### src/rtl/cpu_mulx_seq.sv
// Sequential 32x32 multiplier: four 16x16 partial products and a signed high-word correction.
// Fixed 7-cycle latency from accept to done; flush kills the operation, start ignored while busy.
module cpu_mulx_seq (
    input  logic        clk,
    input  logic        reset,
    input  logic        start,
    input  logic [1:0]  op,
    input  logic [31:0] src1,
    input  logic [31:0] src2,
    input  logic        flush,
    output logic        busy,
    output logic        done,
    output logic [31:0] result
);

    typedef enum logic [2:0] {IDLE, PP0, PP1, PP2, PP3, ACC, CORR, DONE} state_t;

    state_t      state, state_nxt;
    logic        accept;
    logic [31:0] a_q, b_q;
    logic [1:0]  op_q;
    logic [63:0] acc;
    logic [63:0] addend;
    logic [31:0] prod;
    logic [15:0] mul_a, mul_b;
    logic [31:0] hi_corr;

    always_comb begin
        state_nxt = state;
        accept    = 1'b0;
        case (state)
            IDLE: if (start && !flush) begin
                accept    = 1'b1;
                state_nxt = PP0;
            end
            PP0:  state_nxt = PP1;
            PP1:  state_nxt = PP2;
            PP2:  state_nxt = PP3;
            PP3:  state_nxt = ACC;
            ACC:  state_nxt = CORR;
            CORR: state_nxt = DONE;
            DONE: state_nxt = IDLE;
            default: state_nxt = IDLE;
        endcase
        if (flush && state != IDLE)
            state_nxt = IDLE;
    end

    // Operand select for the single shared multiplier; its product lands one state later.
    always_comb begin
        mul_a = 16'h0;
        mul_b = 16'h0;
        case (state)
            PP0: begin mul_a = a_q[15:0];  mul_b = b_q[15:0];  end
            PP1: begin mul_a = a_q[31:16]; mul_b = b_q[15:0];  end
            PP2: begin mul_a = a_q[15:0];  mul_b = b_q[31:16]; end
            PP3: begin mul_a = a_q[31:16]; mul_b = b_q[31:16]; end
            default: ;
        endcase
    end

    always_comb begin
        addend = 64'h0;
        case (state)
            PP1:      addend = {32'h0, prod};
            PP2, PP3: addend = {16'h0, prod, 16'h0};
            ACC:      addend = {prod, 32'h0};
            default:  ;
        endcase
    end

    // Signed high word from the unsigned product: subtract the other operand per negative signed input.
    always_comb begin
        hi_corr = acc[63:32];
        if (op_q[1] && a_q[31])
            hi_corr = hi_corr - b_q;
        if (op_q == 2'b11 && b_q[31])
            hi_corr = hi_corr - a_q;
    end

    always_ff @(posedge clk) begin
        if (reset) begin
            state  <= IDLE;
            a_q    <= 32'h0;
            b_q    <= 32'h0;
            op_q   <= 2'b00;
            acc    <= 64'h0;
            prod   <= 32'h0;
            result <= 32'h0;
        end else begin
            state <= state_nxt;
            prod  <= 32'(mul_a) * 32'(mul_b);
            if (accept) begin
                a_q  <= src1;
                b_q  <= src2;
                op_q <= op;
                acc  <= 64'h0;
            end else begin
                acc <= acc + addend;
            end
            if (state == CORR && !flush)
                result <= (op_q == 2'b00) ? acc[31:0] : hi_corr;
        end
    end

    assign busy = (state != IDLE);
    assign done = (state == DONE);

endmodule
### config.mk
export PLATFORM = sky130hd
export DESIGN_NAME = cpu_mulx_seq
export DESIGN_NICKNAME = d
export VERILOG_FILES = /design/src/rtl/cpu_mulx_seq.sv
export SDC_FILE = /design/constraint.sdc
export NUM_CORES = 1
export LEC_CHECK = 0
export ABC_AREA = 1
export BUFFER_PORTS_ARGS = -buffer_cell sky130_fd_sc_hd__buf_2
export CELL_PAD_IN_SITES_DETAIL_PLACEMENT = 0
export CELL_PAD_IN_SITES_GLOBAL_PLACEMENT = 1
export CORE_AREA = 2 2 256 258
export DETAILED_ROUTE_END_ITERATION = 6
export DIE_AREA = 0 0 258 260
export GPL_ROUTABILITY_DRIVEN = 0
export PLACE_DENSITY_LB_ADDON = 0.1
export SLEW_MARGIN = 20
export SYNTH_ARGS = -nofsm -noshare
export SYNTH_HDL_FRONTEND = slang
export SYNTH_SLANG_ARGS = --single-unit
### constraint.sdc
create_clock -name clk -period 5.7 [get_ports clk]
set_input_delay 1.14 -clock clk [delete_from_list [all_inputs] [get_ports clk]]
set_output_delay 1.14 -clock clk [all_outputs]
set_load 0.01 [all_outputs]
# Yosys cells after proc, flatten, opt, wreduce, memory -nomap -nowiden
# Cells that the tools add are included.
[classes]
mux = 10
n_eq_ne = 9
addsub = 3
n_reduce_logical = 15
n_mul = 1
[ops]
columns = ["op", "count"]
rows = [
  ["64-bit case mux with 3 select lines", 1],
  ["32-bit two-way mux", 3],
  ["64-bit adder", 1],
  ["16-bit case mux with 2 select lines", 2],
  ["32-bit subtractor", 2],
  ["16-bit by 16-bit multiplier with 32-bit output", 1],
  ["3-bit case mux with 8 select lines", 1],
  ["3-bit equality test (second input constant)", 4],
  ["2-bit OR reduction", 6],
  ["3-bit by 2-bit equality test with 1-bit output (second input constant)", 2],
  ["1-bit logical AND", 5],
  ["3-bit by 1-bit equality test with 1-bit output (second input constant)", 1],
  ["3-bit zero test", 1],
  ["3-bit two-way mux", 1],
  ["3-bit nonzero test", 1],
  ["2-bit equality test (second input constant)", 1],
  ["2-bit zero test", 1],
  ["1-bit two-way mux", 2],
  ["2-bit != test (second input constant)", 1],
  ["1-bit zero test", 1],
]
[word_totals]
reg_bits = 197
out_inout_bits = 34
wordCells = 45
input_bits = 70

# Depth between registers and ports, before layout
[logic_depth]
word_depth = 5
depth_mapped = 34
mapped_depth_nobuf = 33

# Least setup slack after synthesis
# Ideal clock, no wire load.
[synth_path]
kind = "reg-to-reg"
from = "reg state[0]"
to = "reg prod[27]"
path_buffers = 2
synth_period_minus_slack_ns = 6.030
path_stages_with_launch = 27
arrival_time_ns = 5.917
path_slack_ns = -0.330
cell_sequence = "dfxtp_1 nor2_1 inv_2 nand2_1 o21ai_2 buf_2 o22ai_2 buf_2 nand2_1 fa_1 fa_1 inv_1 fa_1 inv_1 fa_1 fa_1 fa_1 inv_1 ha_1 a21oi_1 o21ai_0 a21oi_1 o311ai_2 a21oi_2 o21ai_1 nor2_1 nor2_1"
[synth_via]
elab_chain_cells = 4
elab_cells_between_ends = 11
[synth_rtl]
columns = ["item", "line", "source"]
rows = [
  ["start, declared", "18", "state_t state, state_nxt;"],
  ["start signal, assigned", "91", "state <= state_nxt;"],
  ["3-bit equality test (tied with other cells)", "53", "case (state)"],
  ["2-bit OR reduction (no line)", "--", ""],
  ["16-bit case mux with 2 select lines", "53", ""],
  ["16-bit by 16-bit multiplier with 32-bit output *", "92", "prod <= 32'(mul_a) * 32'(mul_b);"],
  ["end signal, assigned", "92", ""],
  ["end, declared", "24", "logic [31:0] prod;"],
]
# Every way passes the cells marked *; elsewhere a longest branch is shown, timed or not.
# A chain may end at the register's enable or synchronous reset.

# Worst setup path after layout
[layout_path]
from = "reg state[0]"
to = "reg prod[25]"
# Same word-level chain as after synthesis.

==> flow_summary.toml <==
[outcome]
status = "finished, violations left"
violations = "setup timing"

[sta]
setup_viol = 21
max_freq_mhz = 162.5
fin_hold_ws_ns = 0.4668
setup_ws_ns = -0.4540
worstMarginPinSlew_ns = 1.144
finalHoldViolations = 0
relSlewSlack = 0.2362
fin_crit_ns = 6.154
period_share = 1.080
grt_setup_unrepaired = "yes"
drv_slew = 0
clock_skew_ns = 0.01790

[layout]
diodes = 0
layout_common_cells = "864 x nand2_1, 759 x inv_1, 356 x nor2_1"
syn_to_final_growth_pct = 22.31
final_common_cell = "nand2_1"
nets = 4730
fin_cells = 5102
drive_gt1_frac = 0.1709

[worst_setup_path]
cp_num_buf_inv = 7
rr_worst_depth = 26
rrSetupSlack_ns = -0.45
timing.rr.end = "prod[25]"
crit_path_max_incr_delay_ns = 0.62
endpoint_kind = "flip-flop"
path_max_fanout = 8
critPathMostFrequentCell = "inv_2"
critical_path_depth = 26
crit_path_end = "prod[25]"
crit_type = "flip-flop to flip-flop"
r2r-start = "state[0]"
cp-startpoint = "state[0]"
cp_slowest_cell = "fa_2"
cpLargestDelayFamily = "adder cells"
arrival_ns = 6.60
required_ns = 6.14
crit_path_start_kind = "flip-flop"

[power]
cellLeakagePower_nw = 16.18
ir_worst_vdd_uv = 193.0
p_per_area_mw_per_mm2 = 155.1

[yosys]
yosys_warnings = 0
ys_types = 54
ys_ff_latch = 197
syn_area_mm2 = 0.02547
synthFlopType = "dfxtp_1"
synthArstFlopShare = 0
syn_area_per_cell_um2 = 6.571
ys_seq_area_frac = 0.1548
syn_nets = 4372
postSynthCellCount = 3876
synth_edf_count = 0

[floorplan]
dieHeight_um = 260
initial_core_util = 0.3973
fp.dieArea_mm2 = 0.06708
die_w_um = 258
row_count = 93
io_pins = 104
core_region_area_mm2 = 0.06412

[clock_network]
cts_num_sinks = 197
cts_inserted_buffers = 17
cts_root_buf = "clkbuf_16"
cts_buffer_depth = 2
clk_pin_slew_worst_paths_ns = 0.09
cts_tree = "done"
cts_htree_levels = 4
cts_hold_buf = 0
clk_latency_ns = 0.52

[run]
maxCapViolations = 0

[hold_path]
min_path_type = "flip-flop to flip-flop"
holdPathStages = 2

[global_route]
grt_pass1_wl_um = 151900
grt_max_degree = 117
antenna_found_initial = 0
track_usage = 0.3005
grt_pass1_vias = 25228
grt_overflow = 0

[route]
via_count = 26010
drc_errors = 0
routed_wl_um = 101000
dr.first_iter.drc_count = 2153
antenna_left = 0
drt_first_pass_iters = 7
drt-wirelength-per-cell_um = 19.79
via_per_inst = 5.098

[place]
dp_cells = 5002
io_buffers = 103
place_ws_ns = -0.5151
dpl.hpwl_um = 83420
per-stage QoR:
| step | setup TNS [ns] | utilization | area, µm² | power [mW] |
|---|---|---|---|---|
| floorplan | -0.02143 | - | 25940 | 2.651 |
| global placement | -7.774 | 0.4557 | 29210 | 3.335 |
| detailed placement | -8.191 | 0.4557 | 29210 | 3.331 |
| CTS | -5.567 | 0.4799 | 30770 | 4.774 |
| global route | -11.87 | 0.4859 | 31150 | 5.061 |
| finish | -6.944 | 0.4859 | 31150 | 4.832 |
worst min-delay path by stage:
stage                    start    endpoint
floorplan               a_q[2]      a_q[2]
global placement    result[13]  result[13]
detailed placement  result[30]  result[30]
CTS                 result[30]  result[30]
global route        result[20]  result[20]
finish              result[21]  result[21]
report_power, final:
group | switching (mW) | leakage [nW] | total (mW) | internal (mW)
combinational | 1.29 | 14.3 | 2.02 | 0.735
clock | 0.741 | 0.291 | 1.34 | 0.598
sequential | 0.0275 | 1.60 | 1.47 | 1.44
total | 2.06 | 16.2 | 4.83 | 2.77
routing by layer:
metal,vias to the layer above,share of wire,global-route usage
li1,12941,-,-
met1,12233,0.47,0.4275
met4,0,0.022,0.07145
met5,-,0,0
met2,736,0.44,0.4727
met3,100,0.066,0.05146
layout make-up:
class / count / area, µm²
sequential: 197 / 3955
clock buffer: 17 / 425.4
timing repair buffer: 441 / 3451
clock inverter: 15 / 175.2
multi-input combinational: 2784 / 19090
tap: 855 / 1070
inverter: 793 / 2984
fill: 6728 / 32960
repair_timing:
item                                    4_1_cts  5_1_grt
cloned                                        2        1
buffers inserted                             52       16
endpoints found under the setup margin       22       23
pin swaps                                    46       35
gates resized for setup                     126       68
worst reg2reg max path, cell delays in order (launching register included):
cell	delay, ns
dfxtp_4	0.38
nor2_4	0.11
inv_2	0.06
nand2_4	0.08
o21ai_4	0.07
buf_12	0.14
buf_12	0.15
o22ai_4	0.28
buf_6	0.16
nand2_4	0.04
fa_1	0.57
fa_2	0.46
fa_2	0.36
fa_1	0.56
inv_2	0.04
fa_2	0.62
inv_2	0.05
fa_1	0.53
inv_2	0.06
ha_4	0.29
nand2_4	0.07
nor2_4	0.09
nand2_2	0.08
o311ai_4	0.34
a21oi_2	0.13
or2_1	0.23
a21oi_1	0.14
synth_stat cells (all sizes together), types with 3 or more instances:
library cell | number | share of area
or2 | 29 | 0.0071
xnor2 | 21 | 0.0072
nor4 | 12 | 0.0056
a21o | 18 | 0.0054
o21a | 20 | 0.0059
nor2 | 375 | 0.056
a221oi | 3 | 0.0010
o21bai | 39 | 0.012
nand2 | 900 | 0.13
a31o | 4 | 0.0014
clkbuf | 60 | 0.0088
and2 | 4 | 0.00098
fa | 197 | 0.15
xor2 | 24 | 0.0083
nand3 | 132 | 0.027
a21oi | 375 | 0.075
buf | 44 | 0.0094
dfxtp | 197 | 0.15
o21ai | 233 | 0.048
nand3b | 13 | 0.0038
a31oi | 11 | 0.0027
inv | 793 | 0.12
o211ai | 11 | 0.0034
nor3 | 23 | 0.0054
a21boi | 7 | 0.0024
nand4 | 30 | 0.0074
a211oi | 3 | 0.00088
o22ai | 63 | 0.022
ha | 229 | 0.11
registers in the layout, indices dropped and copies added (netlist names):
name,count
a_q,32
prod,32
state,3
acc,64
op_q,2
b_q,32
result,32
cell families after synthesis:
kind of cell,Yosys count,share of synthesized area
AO/OA/AOI/OAI,789,0.1800
XOR/XNOR,45,0.01547
adder cells (fa/ha/maj),426,0.2673
buffers and inverters,897,0.1351
flip-flops,197,0.1548
AND/OR/NAND/NOR,1522,0.2472
Power figures use the tool's default switching activity.
